$ cat src/rtl/clock_divider_multi.sv
// clock_divider_multi: NUM_CH independent divided clocks with programmable high/low phases.
// Optional macro CLKDIV_SYNC_EN adds a 'sync' input that phase-aligns all enabled channels.
`default_nettype none

module clock_divider_multi #(
   parameter int NUM_CH   = 4,
   parameter int CNT_W    = 8,
   parameter int CH_W     = 2,
   parameter int DEF_HIGH = 9,
   parameter int DEF_LOW  = 9
) (
   input  logic              clock,
   input  logic              reset,
   input  logic [NUM_CH-1:0] en,
`ifdef CLKDIV_SYNC_EN
   input  logic              sync,
`endif
   input  logic              cfg_we,
   input  logic [CH_W-1:0]   cfg_ch,
   input  logic [CNT_W-1:0]  cfg_high,
   input  logic [CNT_W-1:0]  cfg_low,
   output logic [NUM_CH-1:0] clk_out,
   output logic [NUM_CH-1:0] rise,
   output logic [NUM_CH-1:0] busy,
   output logic [NUM_CH-1:0] pend
);

   typedef enum logic [2:0] {
      S_OFF  = 3'b001,
      S_HIGH = 3'b010,
      S_LOW  = 3'b100
   } state_t;

   // Counter reload for a phase: a zero-length field behaves as one cycle.
   function automatic logic [CNT_W-1:0] reload(input logic [CNT_W-1:0] len);
      return (len == '0) ? '0 : len - 1'b1;
   endfunction

   for (genvar i = 0; i < NUM_CH; i++) begin : g_ch
      state_t           state_q;
      logic [CNT_W-1:0] cnt_q;
      logic [CNT_W-1:0] act_high_q, act_low_q;
      logic [CNT_W-1:0] sh_high_q, sh_low_q;
      logic             clk_q, rise_q, pend_q;
      logic             w_wr, w_sync_hit, w_start;
      logic [CNT_W-1:0] w_new_high;

      assign w_wr = cfg_we && (cfg_ch == CH_W'(i));
`ifdef CLKDIV_SYNC_EN
      assign w_sync_hit = sync;
`else
      assign w_sync_hit = 1'b0;
`endif
      // A new period starts only from OFF or at the very end of LOW, unless sync forces it.
      assign w_start = en[i] && ((state_q == S_OFF) ||
                                 ((state_q == S_LOW) && (cnt_q == '0)) ||
                                 w_sync_hit);
      assign w_new_high = pend_q ? sh_high_q : act_high_q;

      always_ff @(posedge clock or negedge reset) begin
         if (!reset) begin
            state_q    <= S_OFF;
            cnt_q      <= '0;
            act_high_q <= CNT_W'(DEF_HIGH);
            act_low_q  <= CNT_W'(DEF_LOW);
            sh_high_q  <= CNT_W'(DEF_HIGH);
            sh_low_q   <= CNT_W'(DEF_LOW);
            clk_q      <= 1'b0;
            rise_q     <= 1'b0;
            pend_q     <= 1'b0;
         end else begin
            rise_q <= 1'b0;
            if (w_start) begin
               if (pend_q) begin
                  act_high_q <= sh_high_q;
                  act_low_q  <= sh_low_q;
               end
               state_q <= S_HIGH;
               cnt_q   <= reload(w_new_high);
               clk_q   <= 1'b1;
               rise_q  <= 1'b1;
            end else begin
               case (state_q)
                  S_HIGH: begin
                     if (cnt_q == '0) begin
                        state_q <= S_LOW;
                        cnt_q   <= reload(act_low_q);
                        clk_q   <= 1'b0;
                     end else begin
                        cnt_q <= cnt_q - 1'b1;
                     end
                  end
                  S_LOW: begin
                     if (cnt_q != '0) begin
                        cnt_q <= cnt_q - 1'b1;
                     end else begin
                        state_q <= S_OFF;
                        clk_q   <= 1'b0;
                     end
                  end
                  default: begin
                     state_q <= S_OFF;
                     clk_q   <= 1'b0;
                  end
               endcase
            end
            // The apply above reads the pre-write shadow; a coincident write re-arms pend.
            if (w_wr) begin
               sh_high_q <= cfg_high;
               sh_low_q  <= cfg_low;
               pend_q    <= 1'b1;
            end else if (w_start) begin
               pend_q <= 1'b0;
            end
         end
      end

      assign clk_out[i] = clk_q;
      assign rise[i]    = rise_q;
      assign busy[i]    = (state_q != S_OFF);
      assign pend[i]    = pend_q;
   end

endmodule

`default_nettype wire

$ cat config.mk
export PLATFORM = sky130hd
export DESIGN_NAME = clock_divider_multi
export DESIGN_NICKNAME = d
export VERILOG_FILES = /design/src/rtl/clock_divider_multi.sv
export SDC_FILE = /design/constraint.sdc
export NUM_CORES = 1
export LEC_CHECK = 0
export BUFFER_PORTS_ARGS = -buffer_cell sky130_fd_sc_hd__buf_4
export CAP_MARGIN = 20
export CORE_UTILIZATION = 31
export DETAILED_ROUTE_END_ITERATION = 10
export PLACE_DENSITY = 0.48
export SLEW_MARGIN = 10
export SYNTH_ARGS = -nofsm -noshare
export SYNTH_HDL_FRONTEND = slang
export SYNTH_SLANG_ARGS = --single-unit
$ cat constraint.sdc
create_clock -name clock -period 3.4 [get_ports clock]
set_input_delay 0 -clock clock [delete_from_list [all_inputs] [get_ports clock]]
set_output_delay 0 -clock clock [all_outputs]
set_load 0.01 [all_outputs]
[Word level (Yosys, flattened, before mapping)]
Cells that the tools add are included.
Storage, ports and cells
  logic and storage cells: 204
  register bits: 184
Operators by class
  reduce and logical (&&, ||, !) cells: 53
  eq/ne operators: 31
  add/sub/neg operators: 12
  multiplexer cells: 72
Operators with widths (number)
  $mux W8: 24
  $logic_not A8 Y1: 12
  $sub A8 B1 Y8 const B: 12
  $pmux W8 S2: 4
  $mux W3: 12
  $reduce_bool A8 Y1: 4
  $mux W1: 24
  $ne A3 B3 Y1 const B: 8
  $pmux W3 S2: 4
  $reduce_and A2 Y1: 12
  $eq A3 B1 Y1 const B: 4
  $eq A3 B2 Y1 const B: 4
  $eq A3 B3 Y1 const B: 4
  $logic_and A1 B1 Y1: 12
  $ne A3 B1 Y1 const B: 4
  $ne A3 B2 Y1 const B: 4
  $reduce_bool A3 Y1: 4
  $pmux W1 S2: 4
  $reduce_bool A2 Y1: 4
  $eq A2 B2 Y1 const B: 2
  $logic_or A1 B1 Y1: 4
  $eq A2 B1 Y1 const B: 1
  $logic_not A2 Y1: 1

[Logic depth before layout (Yosys ltp)]
  depth in word-level cells: 6
  mapped depth: 10
  gate-level depth less buffers: 9

[Worst setup path after synthesis]
No wires, ideal clock.
  path type: register to register
  start: reg g_ch[0].pend_q
  end: reg g_ch[0].cnt_q[6]
  stages on the path, launching flop included: 9
  required time: 3270 ps
  period minus slack after synthesis: 2455 ps
  buffers on the path: 2
  path slack: 945 ps
  arrival: 2325 ps
  path through: dfrtp_1 > clkbuf_1 > buf_1 > mux2i_1 > ha_1 > o21ai_0 > or3_1 > a32oi_1 > o21ai_0
Between the ends
  longest elaborated chain between the ends: 4
Ends and longest elaborated chain
  start: declaration: RTL line 44  | logic clk_q, rise_q, pend_q;
  start signal: assignment: RTL line 70  | pend_q <= 1'b0;
  start signal: assignment: RTL line 111  | pend_q <= 1'b1;
  start signal: assignment: RTL line 113  | pend_q <= 1'b0;
  $mux W8 (*)
  $sub A8 B1 Y8 or $logic_not A8 Y1 (tied branches): RTL line 36  | return (len == '0) ? '0 : len - 1'b1;
  $mux W8 (*): RTL line 36
  $mux W8 (*): RTL line 73  | if (w_start) begin
  end signal: assignment: RTL line 79  | cnt_q <= reload(w_new_high);
  end signal: assignment: RTL line 87  | cnt_q <= reload(act_low_q);
  end signal: assignment: RTL line 90  | cnt_q <= cnt_q - 1'b1;
  end: declaration: RTL line 41  | logic [CNT_W-1:0] cnt_q;
Every way passes the cells marked *; elsewhere a longest branch is shown, timed or not.
A chain may end at the register's enable or synchronous reset.

[Final worst setup path]
  start: reg g_ch[3].cnt_q[0]
  end: reg g_ch[3].cnt_q[5]
Between the ends
  longest elaborated chain between the ends: 6
Ends and longest elaborated chain (RTL line)
  start: declaration: 41
  start signal: assignment: 79
  start signal: assignment: 87
  start signal: assignment: 90
  branches (longest 6 deep; another with $sub A8 B1 Y8)
Several ways; the timed one is not identified. The select of a mux whose other input is x is not followed.

==> flow_metrics.tcl <==
set metrics [dict create \
    die_h_um 181 \
    synth_most_common_cell "dfrtp_1" \
    cp_max_fo 15 \
    multiInputGateArea_um2 5080 \
    cp_slowest_cell "or4b_1" \
    skew_ns 0.0147 \
    status "finished, final reports clean" \
    wl_per_cell_um 16.7 \
    drv_slew 0 \
    netlist.area_leader.share 0.361 \
    die_x_um 181 \
    required_ns 3.72 \
    startpoint_type "register" \
    dpl_cell_area_um2 10600 \
    clkSlewWorstSetupHoldPaths_ns 0.08 \
    synth_area_leader_cell "dfrtp_1" \
    power.switching_uw 3290 \
    max_freq_ghz 0.362 \
    clock_latency_ns 0.43 \
    grt_max_degree 95 \
    ioPinCount 41 \
    drc 0 \
    fin_nets 1035 \
    comb_power_share 0.367 \
    routabilityCongestion 0.821 \
    cts_repair_resize_count 0 \
    coreArea_um2 31600 \
    synth_top_cells_by_area "dfrtp_1, mux2_2, dfstp_2, mux2i_1, nor2_1" \
    regToRegSetupSlack_ns 0.64 \
    avgSynthCellArea_um2 10.6 \
    post-place-cells 1354 \
    numCtsBuffers 17 \
    stdcell_count 1405 \
    syn_nets 988 \
    ir_drop_uv 342 \
    htree_levels 4 \
    vias 7029 \
    crit_chain "inv_1 -> ha_1 -> or4b_1 -> or2_4 -> o21ai_0 -> nand3_1 -> o221a_2" \
    async_flop_share 1.00 \
    critPathArrivalTime_ns 3.08 \
    reg2regPathDepth 7 \
    drt-initial-drc-count 348 \
    grt_use_total 0.149 \
    hold_start "en[3]" \
    p_leak_uw 0.00482 \
    start_util 0.315 \
    powerDensity_nw_per_um2 768 \
    ys_ff_latch 180 \
    drive_gt1_frac 0.263 \
    root_buffer "clkbuf_16" \
    dp_hpwl_um 16800 \
    max-slew-margin-rel 0.382 \
    grt_pass1_vias 7127 \
    critical_path_class "reg2reg" \
    r2r_end "g_ch[3].cnt_q[5]$_DFFE_PN0P_" \
    syn_inst 943 \
    ant_nets 0 \
    register_area_um2 4550 \
    std_cell_rows 65 \
    min_period_ns 2.76 \
    rsz0062_at_grt "false" \
    ys_types 69 \
    critical_path.max_stage_delay_ns 0.60 \
    areaGrowthSynthToFinish_pct 14.4 \
    first_pass_iters 4 \
    grt-ovfl-total 0 \
    hold_depth 4 \
    io_buffers 40 \
    design_area_um2 11400 \
    cp_num_buf_inv 1 \
    synth_area_um2 9980 \
    tns_ns 0 \
    drt-total-wl_um 23500 \
    die_area_um2 32900 \
    hold_class "in2reg" \
    cts_buffer_depth 2 \
    synth_edf_count 0 \
    max_slew.worst_pin.slew_ns 0.924 \
    p_seq_frac 0.412 \
    grt_pass1_wl_um 38800 \
    pwr-share-clk 0.221 \
    yosysWarnings 0 \
    antenna_found_initial 0 \
    clock_sinks 180 \
    critical-path-top-delay-family "simple AND/OR/NAND/NOR gates" \
    min_to "g_ch[3].state_q[1]$_DFFE_PN0P_" \
    swShare 0.375 \
    ys_seq_area_frac 0.456 \
    setup_viol 0 \
    viasPerCell 5.00 \
    reg2reg_from "g_ch[3].cnt_q[0]$_DFFE_PN0P_" \
    finalCritPeriodShare 0.813 \
    nFillCells 3187 \
    critPathCaptureType "register" \
    diodes 0 \
    cap_viol_max_count 0 \
    finalHoldViolCount 0 \
    synth_top_flop_cell "dfrtp_1" \
    internal_power_uw 5480 \
    synthTopCellsByCount "dfrtp_1, mux2_2, nor2_1" \
    cts_tree "done" \
]
-- metal layers --
layer	routed length, um	global-route usage
met1	12000	0.214
met5	0	0
met4	254	0.0386
met3	495	0.0211
met2	10700	0.234
-- power groups by stage --
stage	Sequential (uW)	Combinational [uW]	Clock, uW
final	3620	3220	1940
after global routing	3730	3620	2080
after CTS	3620	3270	2010
after detailed placement	3650	3230	0
after global placement	3660	3210	0
after floorplan	3400	2580	0
-- what timing repair did --
item	4_1_cts	5_1_grt
hold buffers	19	0
endpoints found under the hold margin	139	0
setup buffers	0	0
-- sequential cells by signal, summed over array words and instances (netlist names) --
register	count
g_ch.pend_q	4
g_ch.cnt_q	32
g_ch.sh_high_q	32
g_ch.act_high_q	32
g_ch.act_low_q	32
g_ch.state_q	12
g_ch.sh_low_q	32
g_ch.rise_q	4
-- cells by family (layout without fill, tap and decap cells) --
family          count (synthesis)  count (layout)  share of synthesized area
simple gates                  283             283                      0.149
flops                         180             180                      0.456
compound gates                167             167                      0.103
mux                           160             160                      0.180
buf+inv                        75             135                     0.0356
xor+xnor                       58              58                     0.0509
fa+ha+maj                      20              20                     0.0251
-- cell type report --
| cell class | instances | share of cell area |
|---|---|---|
| multi-input cells | 688 | 0.445 |
| flip-flops and latches | 180 | 0.398 |
| repair buffers | 67 | 0.0499 |
| well taps | 402 | 0.0441 |
| clock buffers | 18 | 0.0385 |
| clock inverters | 14 | 0.0124 |
| inverters | 36 | 0.0121 |
-- worst max path at each step --
stage / to / slack [ns] / start / cells past startpoint
after floorplan: g_ch[0].cnt_q[6]$_DFFE_PN0P_ / 0.95 / g_ch[0].pend_q$_DFFE_PN0P_ / 8
after detailed placement: g_ch[2].act_low_q[7]$_DFFE_PN0P_ / 0.65 / g_ch[2].cnt_q[0]$_DFFE_PN0P_ / 8
after CTS: g_ch[2].act_low_q[2]$_DFFE_PN0P_ / 0.63 / g_ch[2].cnt_q[0]$_DFFE_PN0P_ / 8
after global routing: g_ch[2].act_low_q[2]$_DFFE_PN0P_ / 0.49 / g_ch[2].cnt_q[0]$_DFFE_PN0P_ / 8
final: g_ch[3].cnt_q[5]$_DFFE_PN0P_ / 0.64 / g_ch[3].cnt_q[0]$_DFFE_PN0P_ / 7
after global placement: g_ch[3].cnt_q[5]$_DFFE_PN0P_ / 0.70 / g_ch[3].cnt_q[0]$_DFFE_PN0P_ / 7
-- cells in the final DEF, fill, tap and decap left out, types with 16 or more instances in the layout --
master,synthesis,layout
a21oi_1,41,41
buf_4,13,46
clkbuf_16,0,17
dfrtp_1,144,144
dfstp_2,36,36
dlygate4sd3_1,0,19
ha_1,20,20
inv_1,34,34
mux2_2,114,114
mux2i_1,36,36
nand2_1,58,58
nor2_1,82,82
nor3_1,42,42
nor3b_1,21,20
o21ai_0,53,53
o22ai_1,16,16
xnor2_1,35,35
xor2_1,23,23
-- stage by stage --
step / worst slack (ns) / hold slack (ns) / utilization / total power [uW]
after global placement: 0.705 / 0.155 / 0.337 / 6870
after CTS: 0.625 / 0.0919 / 0.361 / 8890
final: 0.636 / 0.109 / 0.361 / 8770
after detailed placement: 0.655 / 0.150 / 0.337 / 6880
after global routing: 0.485 / 0.128 / 0.361 / 9430
after floorplan: 0.945 / -0.296 / - / 5980
-- worst reg2reg max path, cell delays in order, from the launching register on --
cell and delay, ns:
dfrtp_1 0.42, inv_1 0.07, ha_1 0.19, or4b_1 0.60
or2_4 0.33, o21ai_0 0.15, nand3_1 0.45, o221a_2 0.46
Power figures use the tool's default switching activity.
